--- src/rtl/regfile_scanner.sv ---
// regfile_scanner: walks an inclusive register index range two registers per fetch and streams (idx, data) beats.
// Latency: 1 FETCH cycle per register pair, then one beat per register; done pulses one cycle after the final accepted beat.
// Backpressure: out_valid/out_ready handshake; beats are held stable while out_ready is low and no new fetch is issued.
//
// Ports: clk/rst (async active-high); start + first_idx/last_idx request a scan;
//        src_a/src_b select two register-file read ports, reg_a/reg_b return their data combinationally;
//        out_valid/out_ready/out_idx/out_data/out_last form the output stream; busy/done report scan status.
// Optional: define SCANNER_CHECKSUM_EN to add a `checksum` output, the XOR of every accepted out_data of the
//           current scan (cleared on accepted start, held after done).
module regfile_scanner #(
    parameter int DATA_W = 32,
    parameter int IDX_W  = 5
) (
    input  logic              clk,
    input  logic              rst,
    input  logic              start,
    input  logic [IDX_W-1:0]  first_idx,
    input  logic [IDX_W-1:0]  last_idx,
    output logic [IDX_W-1:0]  src_a,
    output logic [IDX_W-1:0]  src_b,
    input  logic [DATA_W-1:0] reg_a,
    input  logic [DATA_W-1:0] reg_b,
    output logic              out_valid,
    input  logic              out_ready,
    output logic [IDX_W-1:0]  out_idx,
    output logic [DATA_W-1:0] out_data,
    output logic              out_last,
    output logic              busy,
`ifdef SCANNER_CHECKSUM_EN
    output logic [DATA_W-1:0] checksum,
`endif
    output logic              done
);

    localparam logic [2:0] S_IDLE  = 3'd0;
    localparam logic [2:0] S_FETCH = 3'd1;
    localparam logic [2:0] S_EMIT0 = 3'd2;
    localparam logic [2:0] S_EMIT1 = 3'd3;
    localparam logic [2:0] S_FIN   = 3'd4;

    logic [2:0]        state;
    // One extra bit so cursor+1 / cursor+2 past the top index never alias back to 0.
    logic [IDX_W:0]    cursor;
    logic [IDX_W:0]    last_q;
    logic [IDX_W:0]    cursor_p1;
    logic [DATA_W-1:0] buf_a;
    logic [DATA_W-1:0] buf_b;
    logic              beat_acc;

    assign cursor_p1 = cursor + (IDX_W+1)'(1);
    assign beat_acc  = out_valid && out_ready;

    always_ff @(posedge clk or posedge rst) begin
        if (rst) begin
            state  <= S_IDLE;
            cursor <= '0;
            last_q <= '0;
            src_a  <= '0;
            src_b  <= '0;
            buf_a  <= '0;
            buf_b  <= '0;
        end else begin
            case (state)
                S_IDLE: begin
                    if (start) begin
                        last_q <= {1'b0, last_idx};
                        if (last_idx < first_idx) begin
                            state <= S_FIN;
                        end else begin
                            cursor <= {1'b0, first_idx};
                            // Read selects are set up here so they are already valid during FETCH.
                            src_a  <= first_idx;
                            src_b  <= first_idx + IDX_W'(1);
                            state  <= S_FETCH;
                        end
                    end
                end
                S_FETCH: begin
                    buf_a <= reg_a;
                    buf_b <= reg_b;
                    state <= S_EMIT0;
                end
                S_EMIT0: begin
                    if (out_ready) begin
                        state <= (cursor == last_q) ? S_FIN : S_EMIT1;
                    end
                end
                S_EMIT1: begin
                    if (out_ready) begin
                        if (cursor_p1 == last_q) begin
                            state <= S_FIN;
                        end else begin
                            // cursor+1 < last here, so cursor+2 is still a legal index.
                            cursor <= cursor + (IDX_W+1)'(2);
                            src_a  <= cursor[IDX_W-1:0] + IDX_W'(2);
                            // May exceed the top index; the fetched value is then never emitted.
                            src_b  <= cursor[IDX_W-1:0] + IDX_W'(3);
                            state  <= S_FETCH;
                        end
                    end
                end
                S_FIN: begin
                    state <= S_IDLE;
                end
                default: begin
                    state <= S_IDLE;
                end
            endcase
        end
    end

`ifdef SCANNER_CHECKSUM_EN
    always_ff @(posedge clk or posedge rst) begin
        if (rst) begin
            checksum <= '0;
        end else if (state == S_IDLE && start) begin
            checksum <= '0;
        end else if (beat_acc) begin
            checksum <= checksum ^ out_data;
        end
    end
`endif

    always_comb begin
        out_idx  = '0;
        out_data = '0;
        out_last = 1'b0;
        case (state)
            S_EMIT0: begin
                out_idx  = cursor[IDX_W-1:0];
                out_data = buf_a;
                out_last = (cursor == last_q);
            end
            S_EMIT1: begin
                out_idx  = cursor_p1[IDX_W-1:0];
                out_data = buf_b;
                out_last = (cursor_p1 == last_q);
            end
            default: begin
                out_idx  = '0;
                out_data = '0;
                out_last = 1'b0;
            end
        endcase
    end

    assign out_valid = (state == S_EMIT0) || (state == S_EMIT1);
    assign busy      = (state != S_IDLE);
    assign done      = (state == S_FIN);

endmodule
--- config.mk ---
export PLATFORM = sky130hd
export DESIGN_NAME = regfile_scanner
export DESIGN_NICKNAME = d
export VERILOG_FILES = /design/src/rtl/regfile_scanner.sv
export SDC_FILE = /design/constraint.sdc
export NUM_CORES = 1
export LEC_CHECK = 0
export CAP_MARGIN = 10
export CORE_MARGIN = 5
export CORE_UTILIZATION = 50
export CTS_CLUSTER_DIAMETER = 200
export CTS_CLUSTER_SIZE = 28
export DETAILED_ROUTE_END_ITERATION = 12
export PLACE_DENSITY = 0.92
export SYNTH_ARGS = -nofsm -noshare
export SYNTH_HDL_FRONTEND = slang
export SYNTH_SLANG_ARGS = --single-unit
--- constraint.sdc ---
create_clock -name clk -period 4.5 [get_ports clk]
set_input_delay 0.9 -clock clk [delete_from_list [all_inputs] [get_ports clk]]
set_output_delay 0.9 -clock clk [all_outputs]
set_load 0.05 [all_outputs]
# Word level (Yosys, flattened, before mapping)

Index checks and enable logic that the tools add are counted.

Bits in registers: 88
Bits of input ports: 78
Word-level logic and storage cells: 56
Output and inout bits: 51

Add/sub/neg operators: 5
$lt $le $gt $ge: 1
Multiplexer cells: 25
Equal/unequal tests: 11
Reductions and logical operators: 7

Operators with widths:

| kind                  | count |
|---|---|
| $pmux W32 S2          | 1 |
| $mux W5               | 8 |
| $pmux W5 S2           | 3 |
| $mux W6               | 4 |
| $mux W3               | 6 |
| $eq A6 B5 Y1          | 2 |
| $pmux W3 S4           | 1 |
| $pmux W6 S2           | 1 |
| $add A5 B2 Y5 const B | 2 |
| $ne A2 B2 Y1 const B  | 5 |
| $add A6 B1 Y6 const B | 1 |
| $add A6 B2 Y6 const B | 1 |
| $eq A3 B2 Y1 const B  | 2 |
| $add A5 B1 Y5 const B | 1 |
| $lt A5 B5 Y1          | 1 |
| $reduce_and A5 Y1     | 1 |
| $eq A3 B1 Y1 const B  | 1 |
| $eq A3 B3 Y1 const B  | 1 |
| $logic_not A3 Y1      | 1 |
| $reduce_and A3 Y1     | 1 |
| $reduce_bool A3 Y1    | 1 |
| $pmux W1 S2           | 1 |
| $reduce_and A2 Y1     | 1 |
| $reduce_bool A2 Y1    | 1 |
| $logic_or A1 B1 Y1    | 1 |

# Logic depth before layout (Yosys ltp)

Depth in word-level cells: 5
Gate-level depth with buffers: 9
Mapped depth without buffers: 8

# Worst setup path before layout

Ideal clock, no wire load.

Kind: reg-to-output
Start: reg src_a[1] (netlist name)
End: out out_last
Path slack: 1.163 ns
Data required time: 3.600 ns
Arrival time: 2.437 ns
Stages on the path, launching flop included: 8
Path buffers: 1
Cells stage by stage: dfrtp_1 clkdlybuf4s15_1 inv_1 ha_1 xor2_1 nor4_2 nand4_1 a21oi_1

RTL lines:

| element       | RTL line | source |
|---|---|---|
| end, declared | 27       | `output logic out_last,` |

==> flow_metrics.env <==
export IMPL_worstSkewPairLatency_ps=350
export IMPL_gp_congestion=0.993
export IMPL_rows=34
export IMPL_worstPathArrival_ps=3130
export IMPL_drc_errors=0
export IMPL_switching_share_pct=48.6
export IMPL_grt_pass1_vias=3685
export IMPL_yosysWarnings=0
export IMPL_stdcell_count=614
export IMPL_ys_seq_elements=84
export IMPL_grt_overflow=0
export IMPL_crit_required_ps=3600
export IMPL_tightest_slew_ps=1000
export IMPL_synth_simple_area_share_pct=9.30
export IMPL_grt_first_pass_wirelength_um=18400
export IMPL_syn_area_um2=4520
export IMPL_busiest_layer="met2"
export IMPL_r2r_start="state[2]"
export IMPL_synthDistinctLibCells=51
export IMPL_syn_to_final_growth_pct=32.1
export IMPL_r2r_end="src_b[2]"
export IMPL_fmax_mhz=248
export IMPL_drive_gt1_share_pct=18.8
export IMPL_synth_compound_area_share_pct=5.90
export IMPL_vias_per_cell=5.46
export IMPL_fin_nets=588
export IMPL_yosysSeqAreaShare_pct=46.5
export IMPL_met2_usage_pct=33.6
export IMPL_async_flop_share_pct=100
export IMPL_worstHoldPathType="flip-flop to flip-flop"
export IMPL_crit_path_cell_trace="ha_1 -> nand3_1 -> xor2_1 -> nor4_2 -> nand4_1 -> a21oi_1 -> clkdlybuf4s50_1"
export IMPL_num_io_pins=129
export IMPL_setup_viol=0
export IMPL_clk_pin_slew_ps=90
export IMPL_ctsHtreeMaxLevel=3
export IMPL_cts_root_buf="clkbuf_8"
export IMPL_syn_area_per_cell_um2=11.7
export IMPL_route_vias_total=3354
export IMPL_intPower_mw=2.75
export IMPL_p_seq_share_pct=27.8
export IMPL_synth_mux_area_share_pct=26.7
export IMPL_setup_tns_ps=0
export IMPL_fp_dieW_um=105
export IMPL_slowest_stage="clkdlybuf4s50_1"
export IMPL_grt_total_usage_pct=20.5
export IMPL_die_h_um=105
export IMPL_post_cts_buffers=0
export IMPL_max_cap_viol_count=0
export IMPL_power_density_nw_per_um2=897
export IMPL_ctsHoldBuffers=0
export IMPL_path_buf_inv=1
export IMPL_irDropWorstVdd_mv=0.618
export IMPL_fin_crit_ps=4030
export IMPL_startpoint_type="flip-flop"
export IMPL_port_buffers=128
export IMPL_drtAntennaViolNets=0
export IMPL_rsz0062_at_grt="false"
export IMPL_synth_flop_cell="dfrtp_1"
export IMPL_core_area_um2=8760
export IMPL_period_share_pct=89.5
export IMPL_p_sw_mw=2.60
export IMPL_worstHoldPathCells=1
export IMPL_synth_nets=475
export IMPL_regToRegSetupSlack_ps=1600
export IMPL_power_frac_comb_pct=62.0
export IMPL_clock_path_buffers=2
export IMPL_grt_max_degree=63
export IMPL_n_fill_cell=653
export IMPL_wl_per_cell_um=18.1
export IMPL_antenna_found_initial=0
export IMPL_synth_top_family_by_area="multiplexers"
export IMPL_antenna_cells=0
export IMPL_synth_cells=388
export IMPL_cts_resized=0
export IMPL_synthAdderAreaFrac_pct=2.49
export IMPL_cpPeakStageDelay_ps=860
export IMPL_dpl_cell_area_um2=5770
export IMPL_drt_iter0_markers=139
export IMPL_p_leak_nw=2.50
export IMPL_drt_pass1_iterations=4
export IMPL_clkSinkCount=84
export IMPL_post_dp_hpwl_um=8160
export IMPL_worstPathMaxFanout=10
export IMPL_use_met3_pct=6.78
export IMPL_hold_viol_final=0
export IMPL_die_area_um2=11000
export IMPL_fin_skew_ps=9.73
export IMPL_path_delay_family="buffers and inverters"
export IMPL_cts_tree="done"
export IMPL_wl_um=11100
export IMPL_crit_type="flip-flop to output port"
export IMPL_final_max_slew_viol_count=0
export IMPL_dp_cells=598
export IMPL_maxSlewHeadroom_pct=33.2
export IMPL_reg2reg_depth=6
export IMPL_cp_end_kind="output port"
export IMPL_hp_start="buf_b[17]"
export IMPL_fin_area_um2=5970
export IMPL_synth_edff_count=0
export IMPL_gr_usage_met1_pct=26.4
export IMPL_numCtsBuffers=9
export IMPL_status="completed"
export IMPL_synth_xor_xnor_area_share_pct=3.49
export IMPL_start_util_pct=51.6
export IMPL_clkPwrFrac_pct=10.2
export IMPL_whs_endpoint="buf_b[17]"
worst max path at each step:
stage,from,to,slack [ps],cells past startpoint
6_report,src_a[1],out_last,470,7
5_1_grt,src_a[1],out_last,290,7
4_1_cts,src_a[1],out_last,470,7
3_5_place_dp,src_a[1],out_last,880,7
3_3_place_gp,src_a[1],out_last,920,7
2_1_floorplan,src_a[1],out_last,1160,7
cells in the mapped netlist, types with 3 or more instances:
| cell type | number | area (µm²) |
|---|---|---|
| a21o_1 | 4 | 30.0 |
| mux2i_1 | 34 | 340 |
| xnor2_1 | 14 | 123 |
| mux2_2 | 58 | 653 |
| inv_1 | 13 | 48.8 |
| buf_2 | 7 | 35.0 |
| xor2_1 | 4 | 35.0 |
| nand2_1 | 12 | 45.0 |
| dfrtp_1 | 84 | 2100 |
| mux2_1 | 11 | 124 |
| nor2_1 | 47 | 176 |
| buf_6 | 5 | 56.3 |
| nor3_1 | 4 | 20.0 |
| mux2_4 | 6 | 90.1 |
| a21oi_1 | 9 | 45.0 |
| and2_1 | 3 | 18.8 |
| buf_4 | 4 | 30.0 |
| ha_1 | 9 | 113 |
| nand4_1 | 3 | 18.8 |
| nand3_1 | 7 | 35.0 |
| clkbuf_1 | 8 | 30.0 |
| o21ai_0 | 6 | 30.0 |
layout by cell type (no fill, tap or decap), types with 4 or more instances in the layout:
master,n
a21o_1,4
a21oi_1,9
clkbuf_8,9
clkdlybuf4s50_1,128
dfrtp_1,83
ha_1,9
inv_1,12
mux2_1,11
mux2_2,58
mux2_4,6
mux2i_1,34
nand2_1,12
nand3_1,7
nor2_1,47
nor3_1,4
o21ai_0,6
xnor2_1,14
xor2_1,4
state kept, by name, indices dropped and copies added, names as in the netlist:
register  flops
buf_a        32
buf_b        32
last_q        5
src_b         5
src_a         4
cursor        3
state         3
kinds of logic after synthesis:
group / after synthesis
DFF: 84
xor gates and xnor gates: 18
muxes: 109
adders and majority gates: 9
AOI/OAI and AO/OA: 36
buffers and inverters: 43
and+or+nand+nor: 89
worst reg2reg max path, stage by stage, from the launching register on:
cell and delay [ps]:
dfrtp_1 490, nand2b_2 810, inv_2 90, nand2_2 330, a31oi_1 120, o21bai_2 590
mux2_4 360
cell type report:
cell class,count,area [µm²],area share (%)
sequential,84,2100,35.2
multi-input combinational,261,2170,36.4
clock inverter,6,72.6,1.22
clock buffer,10,128,2.14
timing repair buffer,131,1300,21.8
inverter,14,53.8,0.901
tap,108,135,2.26
power by group through the flow:
stage	Combinational, mW	Sequential (mW)	Clock [mW]
5_1_grt	3.52	1.55	0.599
4_1_cts	3.34	1.49	0.561
3_3_place_gp	3.27	1.47	0
6_report	3.32	1.49	0.545
3_5_place_dp	3.32	1.51	0
2_1_floorplan	2.51	1.41	0
metrics by stage:
stage	total power, mW	worst slack, ps	utilization, %	hold WS, ps
after floorplan	3.92	1160	-	457
after global placement	4.74	925	65.8	467
after detailed placement	4.83	884	65.8	479
after CTS	5.40	471	68.1	498
after global routing	5.66	288	68.1	511
final	5.35	471	68.1	490
per-layer routing:
metal,up-vias,wire length [µm]
li1,1560,-
met3,13,984
met4,0,142
met2,130,5530
met1,1651,4470
met5,-,0
Note: power is estimated with default switching activity, not from simulation.
